==> src/rtl/riscv_mc_controller_if.sv <==
// ============================================================================
// riscv_mc_controller_if
// Control/status bundle between the multicycle controller and its datapath.
// Rev 1.0 - initial release
// ============================================================================
`default_nettype none

interface riscv_mc_controller_if;
    logic [6:0] op_code;
    logic       zero;
    logic       mem_ready;
    logic       pc_write;
    logic       adr_src;
    logic       mem_write;
    logic       ir_write;
    logic [1:0] result_src;
    logic [1:0] alu_src_a;
    logic [1:0] alu_src_b;
    logic [1:0] alu_op;
    logic [1:0] imm_src;
    logic       reg_write;
    logic [3:0] state_o;
    logic       trap;
    logic [1:0] trap_cause;

    modport master (
        input  op_code, zero, mem_ready,
        output pc_write, adr_src, mem_write, ir_write, result_src,
               alu_src_a, alu_src_b, alu_op, imm_src, reg_write,
               state_o, trap, trap_cause
    );

    modport slave (
        output op_code, zero, mem_ready,
        input  pc_write, adr_src, mem_write, ir_write, result_src,
               alu_src_a, alu_src_b, alu_op, imm_src, reg_write,
               state_o, trap, trap_cause
    );
endinterface

`default_nettype wire

==> src/rtl/riscv_mc_controller.sv <==
// ============================================================================
// riscv_mc_controller
// Multicycle RV32I main control FSM with memory-ready timeout and sticky trap.
// Optional feature macro: MC_CTRL_JAL_EN (builds the JAL state).
// Rev 1.0 - initial release
// ============================================================================
`default_nettype none

module riscv_mc_controller #(
    parameter int unsigned TIMEOUT = 16
) (
    input  wire logic              clk,
    input  wire logic              rst,
    riscv_mc_controller_if.master  bus
);

    typedef enum logic [3:0] {
        S_FETCH    = 4'd0,
        S_DECODE   = 4'd1,
        S_MEMADR   = 4'd2,
        S_MEMREAD  = 4'd3,
        S_MEMWB    = 4'd4,
        S_MEMWRITE = 4'd5,
        S_EXECR    = 4'd6,
        S_EXECI    = 4'd7,
        S_ALUWB    = 4'd8,
        S_BEQ      = 4'd9,
        S_JAL      = 4'd10,
        S_TRAP     = 4'd11
    } state_t;

    localparam logic [6:0] OP_LOAD   = 7'b0000011;
    localparam logic [6:0] OP_STORE  = 7'b0100011;
    localparam logic [6:0] OP_RTYPE  = 7'b0110011;
    localparam logic [6:0] OP_ITYPE  = 7'b0010011;
    localparam logic [6:0] OP_BRANCH = 7'b1100011;
    localparam logic [6:0] OP_JAL    = 7'b1101111;
    localparam logic [7:0] WAIT_LAST = 8'(TIMEOUT - 1);

    state_t     state_q, state_d;
    logic [7:0] wait_q, wait_d;
    logic       trap_q, trap_d;
    logic [1:0] cause_q, cause_d;
    logic       mem_wait;
    logic       timeout;

    // Only the three memory-handshake states can stall on mem_ready.
    assign mem_wait = (state_q == S_FETCH) || (state_q == S_MEMREAD) ||
                      (state_q == S_MEMWRITE);
    assign timeout  = (wait_q == WAIT_LAST);

    always_comb begin
        state_d = state_q;
        wait_d  = 8'd0;
        trap_d  = trap_q;
        cause_d = cause_q;

        if (mem_wait && !bus.mem_ready)
            wait_d = wait_q + 8'd1;

        case (state_q)
            S_FETCH: begin
                if (bus.mem_ready)
                    state_d = S_DECODE;
                else if (timeout) begin
                    state_d = S_TRAP;
                    cause_d = 2'b10;
                end
            end
            S_DECODE: begin
                case (bus.op_code)
                    OP_LOAD, OP_STORE: state_d = S_MEMADR;
                    OP_RTYPE:          state_d = S_EXECR;
                    OP_ITYPE:          state_d = S_EXECI;
                    OP_BRANCH:         state_d = S_BEQ;
`ifdef MC_CTRL_JAL_EN
                    OP_JAL:            state_d = S_JAL;
`endif
                    default: begin
                        state_d = S_TRAP;
                        cause_d = 2'b01;
                    end
                endcase
            end
            S_MEMADR:
                state_d = (bus.op_code == OP_LOAD) ? S_MEMREAD : S_MEMWRITE;
            S_MEMREAD: begin
                if (bus.mem_ready)
                    state_d = S_MEMWB;
                else if (timeout) begin
                    state_d = S_TRAP;
                    cause_d = 2'b10;
                end
            end
            S_MEMWB:    state_d = S_FETCH;
            S_MEMWRITE: begin
                if (bus.mem_ready)
                    state_d = S_FETCH;
                else if (timeout) begin
                    state_d = S_TRAP;
                    cause_d = 2'b10;
                end
            end
            S_EXECR:    state_d = S_ALUWB;
            S_EXECI:    state_d = S_ALUWB;
            S_ALUWB:    state_d = S_FETCH;
            S_BEQ:      state_d = S_FETCH;
`ifdef MC_CTRL_JAL_EN
            S_JAL:      state_d = S_ALUWB;
`endif
            S_TRAP:     state_d = S_TRAP;
            default:    state_d = S_FETCH;
        endcase

        if (state_d == S_TRAP)
            trap_d = 1'b1;
    end

    always_ff @(posedge clk or posedge rst) begin
        if (rst) begin
            state_q <= S_FETCH;
            wait_q  <= 8'd0;
            trap_q  <= 1'b0;
            cause_q <= 2'b00;
        end else begin
            state_q <= state_d;
            wait_q  <= wait_d;
            trap_q  <= trap_d;
            cause_q <= cause_d;
        end
    end

    // Moore decode of the registered state; only FETCH/BEQ strobes see inputs.
    always_comb begin
        bus.pc_write   = 1'b0;
        bus.adr_src    = 1'b0;
        bus.mem_write  = 1'b0;
        bus.ir_write   = 1'b0;
        bus.result_src = 2'b00;
        bus.alu_src_a  = 2'b00;
        bus.alu_src_b  = 2'b00;
        bus.alu_op     = 2'b00;
        bus.reg_write  = 1'b0;

        case (state_q)
            S_FETCH: begin
                bus.alu_src_b  = 2'b10;
                bus.result_src = 2'b10;
                bus.ir_write   = bus.mem_ready;
                bus.pc_write   = bus.mem_ready;
            end
            S_DECODE: begin
                bus.alu_src_a = 2'b01;
                bus.alu_src_b = 2'b01;
            end
            S_MEMADR: begin
                bus.alu_src_a = 2'b10;
                bus.alu_src_b = 2'b01;
            end
            S_MEMREAD:  bus.adr_src = 1'b1;
            S_MEMWB: begin
                bus.result_src = 2'b01;
                bus.reg_write  = 1'b1;
            end
            S_MEMWRITE: begin
                bus.adr_src   = 1'b1;
                bus.mem_write = 1'b1;
            end
            S_EXECR: begin
                bus.alu_src_a = 2'b10;
                bus.alu_op    = 2'b11;
            end
            S_EXECI: begin
                bus.alu_src_a = 2'b10;
                bus.alu_src_b = 2'b01;
                bus.alu_op    = 2'b11;
            end
            S_ALUWB:    bus.reg_write = 1'b1;
            S_BEQ: begin
                bus.alu_src_a = 2'b10;
                bus.alu_op    = 2'b01;
                bus.pc_write  = bus.zero;
            end
`ifdef MC_CTRL_JAL_EN
            S_JAL: begin
                bus.alu_src_a = 2'b01;
                bus.alu_src_b = 2'b10;
                bus.pc_write  = 1'b1;
            end
`endif
            default: ;
        endcase
    end

    always_comb begin
        case (bus.op_code)
            OP_STORE:  bus.imm_src = 2'b01;
            OP_BRANCH: bus.imm_src = 2'b10;
            OP_JAL:    bus.imm_src = 2'b11;
            default:   bus.imm_src = 2'b00;
        endcase
    end

    assign bus.state_o    = state_q;
    assign bus.trap       = trap_q;
    assign bus.trap_cause = cause_q;

endmodule

`default_nettype wire

==> src/flat_wrapper.sv <==
// flat-port wrapper written by rule: the top's interface ports become plain ports
module riscv_mc_controller_flat 
#(
    parameter int unsigned TIMEOUT = 16
)
  (clk, rst, bus_op_code, bus_zero, bus_mem_ready, bus_pc_write, bus_adr_src, bus_mem_write, bus_ir_write, bus_result_src, bus_alu_src_a, bus_alu_src_b, bus_alu_op, bus_imm_src, bus_reg_write, bus_state_o, bus_trap, bus_trap_cause);
  riscv_mc_controller_if bus_i ();
  input  wire logic clk;
  input  wire logic rst;
  input wire logic [$bits(bus_i.op_code)-1:0] bus_op_code;
  input wire logic [$bits(bus_i.zero)-1:0] bus_zero;
  input wire logic [$bits(bus_i.mem_ready)-1:0] bus_mem_ready;
  output wire logic [$bits(bus_i.pc_write)-1:0] bus_pc_write;
  output wire logic [$bits(bus_i.adr_src)-1:0] bus_adr_src;
  output wire logic [$bits(bus_i.mem_write)-1:0] bus_mem_write;
  output wire logic [$bits(bus_i.ir_write)-1:0] bus_ir_write;
  output wire logic [$bits(bus_i.result_src)-1:0] bus_result_src;
  output wire logic [$bits(bus_i.alu_src_a)-1:0] bus_alu_src_a;
  output wire logic [$bits(bus_i.alu_src_b)-1:0] bus_alu_src_b;
  output wire logic [$bits(bus_i.alu_op)-1:0] bus_alu_op;
  output wire logic [$bits(bus_i.imm_src)-1:0] bus_imm_src;
  output wire logic [$bits(bus_i.reg_write)-1:0] bus_reg_write;
  output wire logic [$bits(bus_i.state_o)-1:0] bus_state_o;
  output wire logic [$bits(bus_i.trap)-1:0] bus_trap;
  output wire logic [$bits(bus_i.trap_cause)-1:0] bus_trap_cause;
  assign bus_i.op_code = bus_op_code;
  assign bus_i.zero = bus_zero;
  assign bus_i.mem_ready = bus_mem_ready;
  assign bus_pc_write = bus_i.pc_write;
  assign bus_adr_src = bus_i.adr_src;
  assign bus_mem_write = bus_i.mem_write;
  assign bus_ir_write = bus_i.ir_write;
  assign bus_result_src = bus_i.result_src;
  assign bus_alu_src_a = bus_i.alu_src_a;
  assign bus_alu_src_b = bus_i.alu_src_b;
  assign bus_alu_op = bus_i.alu_op;
  assign bus_imm_src = bus_i.imm_src;
  assign bus_reg_write = bus_i.reg_write;
  assign bus_state_o = bus_i.state_o;
  assign bus_trap = bus_i.trap;
  assign bus_trap_cause = bus_i.trap_cause;
  riscv_mc_controller #(.TIMEOUT(TIMEOUT)) u_core (.clk(clk), .rst(rst), .bus(bus_i));
endmodule
==> config.mk <==
export PLATFORM = sky130hd
export DESIGN_NAME = riscv_mc_controller_flat
export DESIGN_NICKNAME = d
export VERILOG_FILES = /design/src/rtl/riscv_mc_controller_if.sv /design/src/rtl/riscv_mc_controller.sv /design/src/flat_wrapper.sv
export SDC_FILE = /design/constraint.sdc
export NUM_CORES = 1
export LEC_CHECK = 0
export CAP_MARGIN = 0
export CORE_AREA = 2 2 51 53
export CTS_BUF_LIST = sky130_fd_sc_hd__clkbuf_8
export DETAILED_ROUTE_END_ITERATION = 16
export DIE_AREA = 0 0 53 55
export GPL_TIMING_DRIVEN = 0
export HOLD_SLACK_MARGIN = 0.02
export PLACE_DENSITY = 0.88
export SLEW_MARGIN = 10
export SYNTH_ARGS = -nofsm -noshare
export SYNTH_HDL_FRONTEND = slang
export SYNTH_SLANG_ARGS = --single-unit
==> constraint.sdc <==
create_clock -name clk -period 1.9 [get_ports clk]
set_input_delay 0.38 -clock clk [delete_from_list [all_inputs] [get_ports clk]]
set_output_delay 0.38 -clock clk [all_outputs]
set_load 0.03 [all_outputs]
# Word-level counts from Yosys, hierarchy flattened
# Cells that the tools add are included.
op_classes:
  n_addsub: 1
  eq_ne: 21
  mux: 22
  reduce_logical: 15
op_table:
  columns: ["op", "count"]
  rows:
  - ["$pmux 4 s7", 1]
  - ["$pmux 2 s2", 5]
  - ["$eq 4x3->1 const B", 4]
  - ["$eq 4x4->1 const B", 4]
  - ["$mux 4", 4]
  - ["$pmux 4 s4", 1]
  - ["$eq 7x6->1 const B", 2]
  - ["$eq 7x7->1 const B", 2]
  - ["$add 8x1->8 const B", 1]
  - ["$eq 4x2->1 const B", 2]
  - ["$eq 8x4->1 const B", 1]
  - ["$mux 8", 1]
  - ["$reduce_or 2->1", 4]
  - ["$eq 7x2->1 const B", 1]
  - ["$eq 7x5->1 const B", 1]
  - ["$mux 2", 3]
  - ["$pmux 2 s3", 1]
  - ["$reduce_or 3->1", 2]
  - ["$reduce_or 5->1", 1]
  - ["$eq 4x1->1 const B", 1]
  - ["$logic_not 4->1", 1]
  - ["$mux 1", 4]
  - ["$ne 2x2->1 const B", 2]
  - ["$reduce_and 4->1", 1]
  - ["8 further kinds", 9]
totals:
  ff_bits: 15
  input_bits: 11
  out_inout_bits: 22
  elab_cells: 63

# Depth between registers and ports, before layout
logic_depth:
  depth_word: 5
  depth_mapped: 6
  mapped_depth_nobuf: 5

# Worst setup path before layout
# No wires, ideal clock.
synth_path:
  kind: "register to output"
  from: "register u_core.state_q[1] (netlist: u_core.bus.state_o[1])"
  to: "output bus_ir_write"
  arrival_time_ns: 2.338
  t_required_ns: 1.520
  slack_ns: -0.818
  path_stages_with_launch: 5
  n_path_buf: 2
  cell_sequence: "dfrtp_1 > buf_6 > buf_2 > nor4_1 > and2_1"
synth_via:
  elab_chain_cells: 2
synth_lines:
  columns: ["element", "line_no", "rtl"]
  rows:
  - ["start: declaration", "riscv_mc_controller.sv:40", "state_t state_q, state_d;"]
  - ["start signal: assignment", "riscv_mc_controller.sv:126", "state_q <= state_d;"]
  - ["$logic_not 4->1", "riscv_mc_controller.sv:145", "case (state_q)"]
  - ["$mux 1", "riscv_mc_controller.sv:145", null]
  - ["end: declaration", "flat_wrapper.sv:16", "output wire logic [$bits(bus_i.ir_write)-1:0] bus_ir_write;"]
# No other way between the ends.

# Worst setup path after layout
layout_path:
  from: "register u_core.state_q[2] (netlist: u_core.bus.state_o[2])"
  to: "output bus_alu_src_a[1]"
layout_via:
  elab_chain_cells: 3
  word_cells_on_any_way: 7
  cone_classes: "eq/ne: 5; mux: 1; reduce/logical: 1"
layout_lines:
  columns: ["element", "line_no", "rtl"]
  rows:
  - ["$eq 4x2->1, or another cell as far along", "riscv_mc_controller.sv:145", null]
  - ["$reduce_or 4->1 (no source line)", null, null]
  - ["$pmux 2 s2 (*)", "riscv_mc_controller.sv:145", null]
  - ["end: declaration", "flat_wrapper.sv:18", "output wire logic [$bits(bus_i.alu_src_a)-1:0] bus_alu_src_a;"]
# Mark *: on every way between the ends. The rest lies on a longest branch, timed or not.

==> summary.md <==
| Metric | Value |
|---|---|
| Result of the run | `finished with violations` |
| Failing checks | `setup timing` |
| Largest net degree at the start of global routing | `16` |
| Via-to-Cell Ratio | `5.61` |
| Static leakage | `roughly 0.79 nW` |
| Crit path launch type | `register` |
| Iteration count of the initial detailed-routing pass | `4` |
| Row Count | `18` |
| Initial antenna violation count | `0` |
| Number of synthesized flops with an enable pin | `0` |
| Die area | `2920 sq um` |
| H-tree depth | `1` |
| Main synth FF type | `dfrtp_1` |
| Hold Path Origin | `u_core.wait_q[0]` |
| Yosys cell types | `45` |
| Die W | `53 um` |
| Asr flop ratio synth | `100%` |
| Max Transition Viols Final | `0` |
| DR vias | `about 1,200` |
| Power Density | `roughly 1500 nW/um^2` |
| DRC | `0` |
| Share of cells above drive strength 1 | `36.3%` |
| Final min period | `roughly 2 ns` |
| CP endpoint kind | `output port` |
| Worst-Skew Late Latency | `~0.24 ns` |
| Clock Sinks | `15` |
| Reg-to-reg critical path startpoint | `u_core.bus.state_o[1]` |
| CTS tree | `built` |
| Final worst setup slack | `-0.0561 ns` |
| Diodes inserted | `0` |
| Fmax | `0.511 GHz` |
| Actual transition at the worst max-transition pin | `0.560 ns` |
| Crit Path Class | `register to output port` |
| Sequential area share after synthesis | `between 30% and 40%` |
| Syn_area_per_cell | `around 8.5 sq um` |
| Slew Limit Headroom | `~63%` |
| Mapped cell area | `1080 sq um` |
| TritonCTS buffer count | `3` |
| Fin. Hold Viols | `0` |
| RSZ-0062 raised after global routing | `true` |
| Hold Path Class | `register to register` |
| GR Util All Layers | `approximately a fifth` |
| First-pass GRT wire length | `4550 um` |
| Grt ovf | `0` |
| Hpwl dp | `a little over 2000 um` |
| Post-synth top area share | `between 30% and 40%` |
| Hold Path Depth | `1` |
| Synth area leader | `dfrtp_1` |
| PortBufs | `32` |
| Clock Skews | `approximately 0.00074 ns` |
| CP required | `roughly 1.5 ns` |
| Clock Path Buffers | `2` |
| Vias in the first global route | `approximately 1,000` |
| #FFs+latches synth | `15` |
| Post-route antenna net violation count | `0` |
| Register-to-Register Path Depth | `6` |
| DRT Wirelength | `around 3100 um` |
| CP max FO | `7` |
| GPL Wtd Cong | `between 0.8 and 0.9` |
| Final setup vio count | `2` |
| Final Cycle Share | `103%` |
| Sequential Area | `between 300 and 400 sq um` |
| # IOs | `33` |
| Clock transition at path regs | `approximately 0.050 ns` |
| Starting Density | `between 40% and 50%` |
| Cell count after synthesis | `127` |
| Area Overhead vs Synth | `62.0%` |
| Data arrival time of the worst path | `1.58 ns` |
| Worst reg2reg setup slack | `0.03 ns` |
| Final hold slack | `0.453 ns` |
| Post-place setup slack | `-0.560 ns` |
| Synth area leaders | `dfrtp_1 35%, xor2_1 4.8%, nor2_1 4.2%` |
| Worst vdd ir | `0.903 mV` |
| CORE AREA | `roughly 2400 sq um` |
| Avg WL per Cell | `14.7 um` |
| 1st-iter DRT viols | `19` |
| Max Cap Violations | `0` |
| Worst R2R End | `u_core.bus.trap_cause[0]` |
| Clock root buffer master | `clkbuf_8` |
| Yosys warnings | `0` |
| Die H | `55 um` |
| Post-Syn Nets | `about 140` |
| WHS Endpoint | `u_core.wait_q[0]` |
| Final #Nets | `192` |
| Filler cells | `169` |
| Footprint of the multi-input gates | `758 sq um` |
## critical path: stages, from the launching register on
cell and delay (ns):
dfrtp_2 0.42, buf_6 0.15, and3b_2 0.22, o21bai_4 0.17, or2_4 0.23, buf_6 0.14
## layout by cell type (no fill, tap or decap), types with 4 or more instances in the layout
master | Yosys | layout
nor2_1 | 12 | 11
clkdlybuf4s50_1 | 0 | 13
a31oi_1 | 5 | 4
dfrtp_1 | 15 | 13
buf_6 | 1 | 9
buf_4 | 0 | 18
inv_1 | 6 | 5
a21oi_1 | 7 | 7
buf_2 | 4 | 6
xor2_1 | 6 | 6
dlygate4sd2_1 | 0 | 4
nand2_1 | 7 | 7
nand3_1 | 4 | 4
## cell usage after synthesis (2+ instances only)
master and count:
clkbuf_1 2, nand2b_1 3, nor3_1 5, or3_1 3, nor4_1 2, nor2_1 12, and3_1 2, nor2b_1 2
dfrtp_1 15, nor4b_1 2, nand3_1 4, o21bai_1 2, buf_2 4, xor2_1 6, xnor2_1 4, inv_1 6
a21oi_1 7, a211oi_1 2, nand4_1 3, and2_1 3, nand2_1 7, o21ai_0 3, a31oi_1 5, buf_1 2
## state kept, by name, indices dropped and copies added (netlist names)
register,count
u_core.bus.state_o,4
u_core.wait_q,8
u_core.bus.trap_cause,2
u_core.bus.trap,1
## final cells by class
class | count | area share (%)
clock inverter | 1 | 0.214
clock buffer | 3 | 2.35
sequential | 15 | 21.5
buffer | 9 | 5.27
tap | 30 | 2.14
inverter | 6 | 1.28
timing repair buffer | 48 | 24.0
multi-input combinational | 97 | 43.2
## layer usage
metal | vias up | wire length, um | share of wire, % | track usage (%)
li1 | 577 | - | - | -
met1 | 551 | 1270 | 41 | 24.4
met2 | 42 | 1570 | 51 | 39.4
met3 | 2 | 206 | 6.7 | 2.96
met4 | 0 | 24 | 0.78 | 8.97
met5 | - | 0 | 0 | 0
## cell families after synthesis
kind of cell / count (synthesis) / share of synthesized area [%]
compound gates: 30 / 19.9
xor+xnor: 10 / 8.08
fa+ha+maj: 1 / 1.15
simple gates: 56 / 29.9
buf+inv: 15 / 6.35
flops: 15 / 34.6
## power breakdown
group          switching [mW]  total, mW  internal [mW]  leakage, nW
sequential             0.0460      0.419          0.373        0.196
combinational            1.03       1.95          0.916        0.568
clock                  0.0993      0.242          0.143       0.0269
## how the worst max path moves through the flow
stage	from	cells after the start	endpoint
after detailed placement	bus_mem_ready	6	bus_pc_write
after CTS	u_core.bus.state_o[2]	5	bus_alu_src_a[1]
after floorplan	u_core.bus.state_o[1]	4	bus_ir_write
final	u_core.bus.state_o[2]	5	bus_alu_src_a[1]
after global routing	u_core.bus.state_o[2]	5	bus_alu_src_a[1]
after global placement	bus_mem_ready	6	bus_pc_write
## per-stage QoR
stage	util [%]	instances	instance area (sq um)	total power, mW	TNS [ns]
6_report	74.2	209	1760	2.61	-0.0786
5_1_grt	74.2	209	1760	2.76	-0.374
4_1_cts	66.5	196	1570	2.29	-0.0708
3_5_place_dp	63.9	189	1510	1.97	-5.98
3_3_place_gp	63.9	189	1510	1.94	-5.42
2_1_floorplan	-	127	1150	1.51	-0.504
## what timing repair did
action | CTS | global route
hold endpoints to repair | 0 | 0
gates cloned | 0 | 2
hold buffers | 0 | 0
pin swaps | 2 | 3
endpoints found under the setup margin | 15 | 16
gates resized for setup | 95 | 28
buffers inserted | 3 | 11
Power figures use the tool's default switching activity.
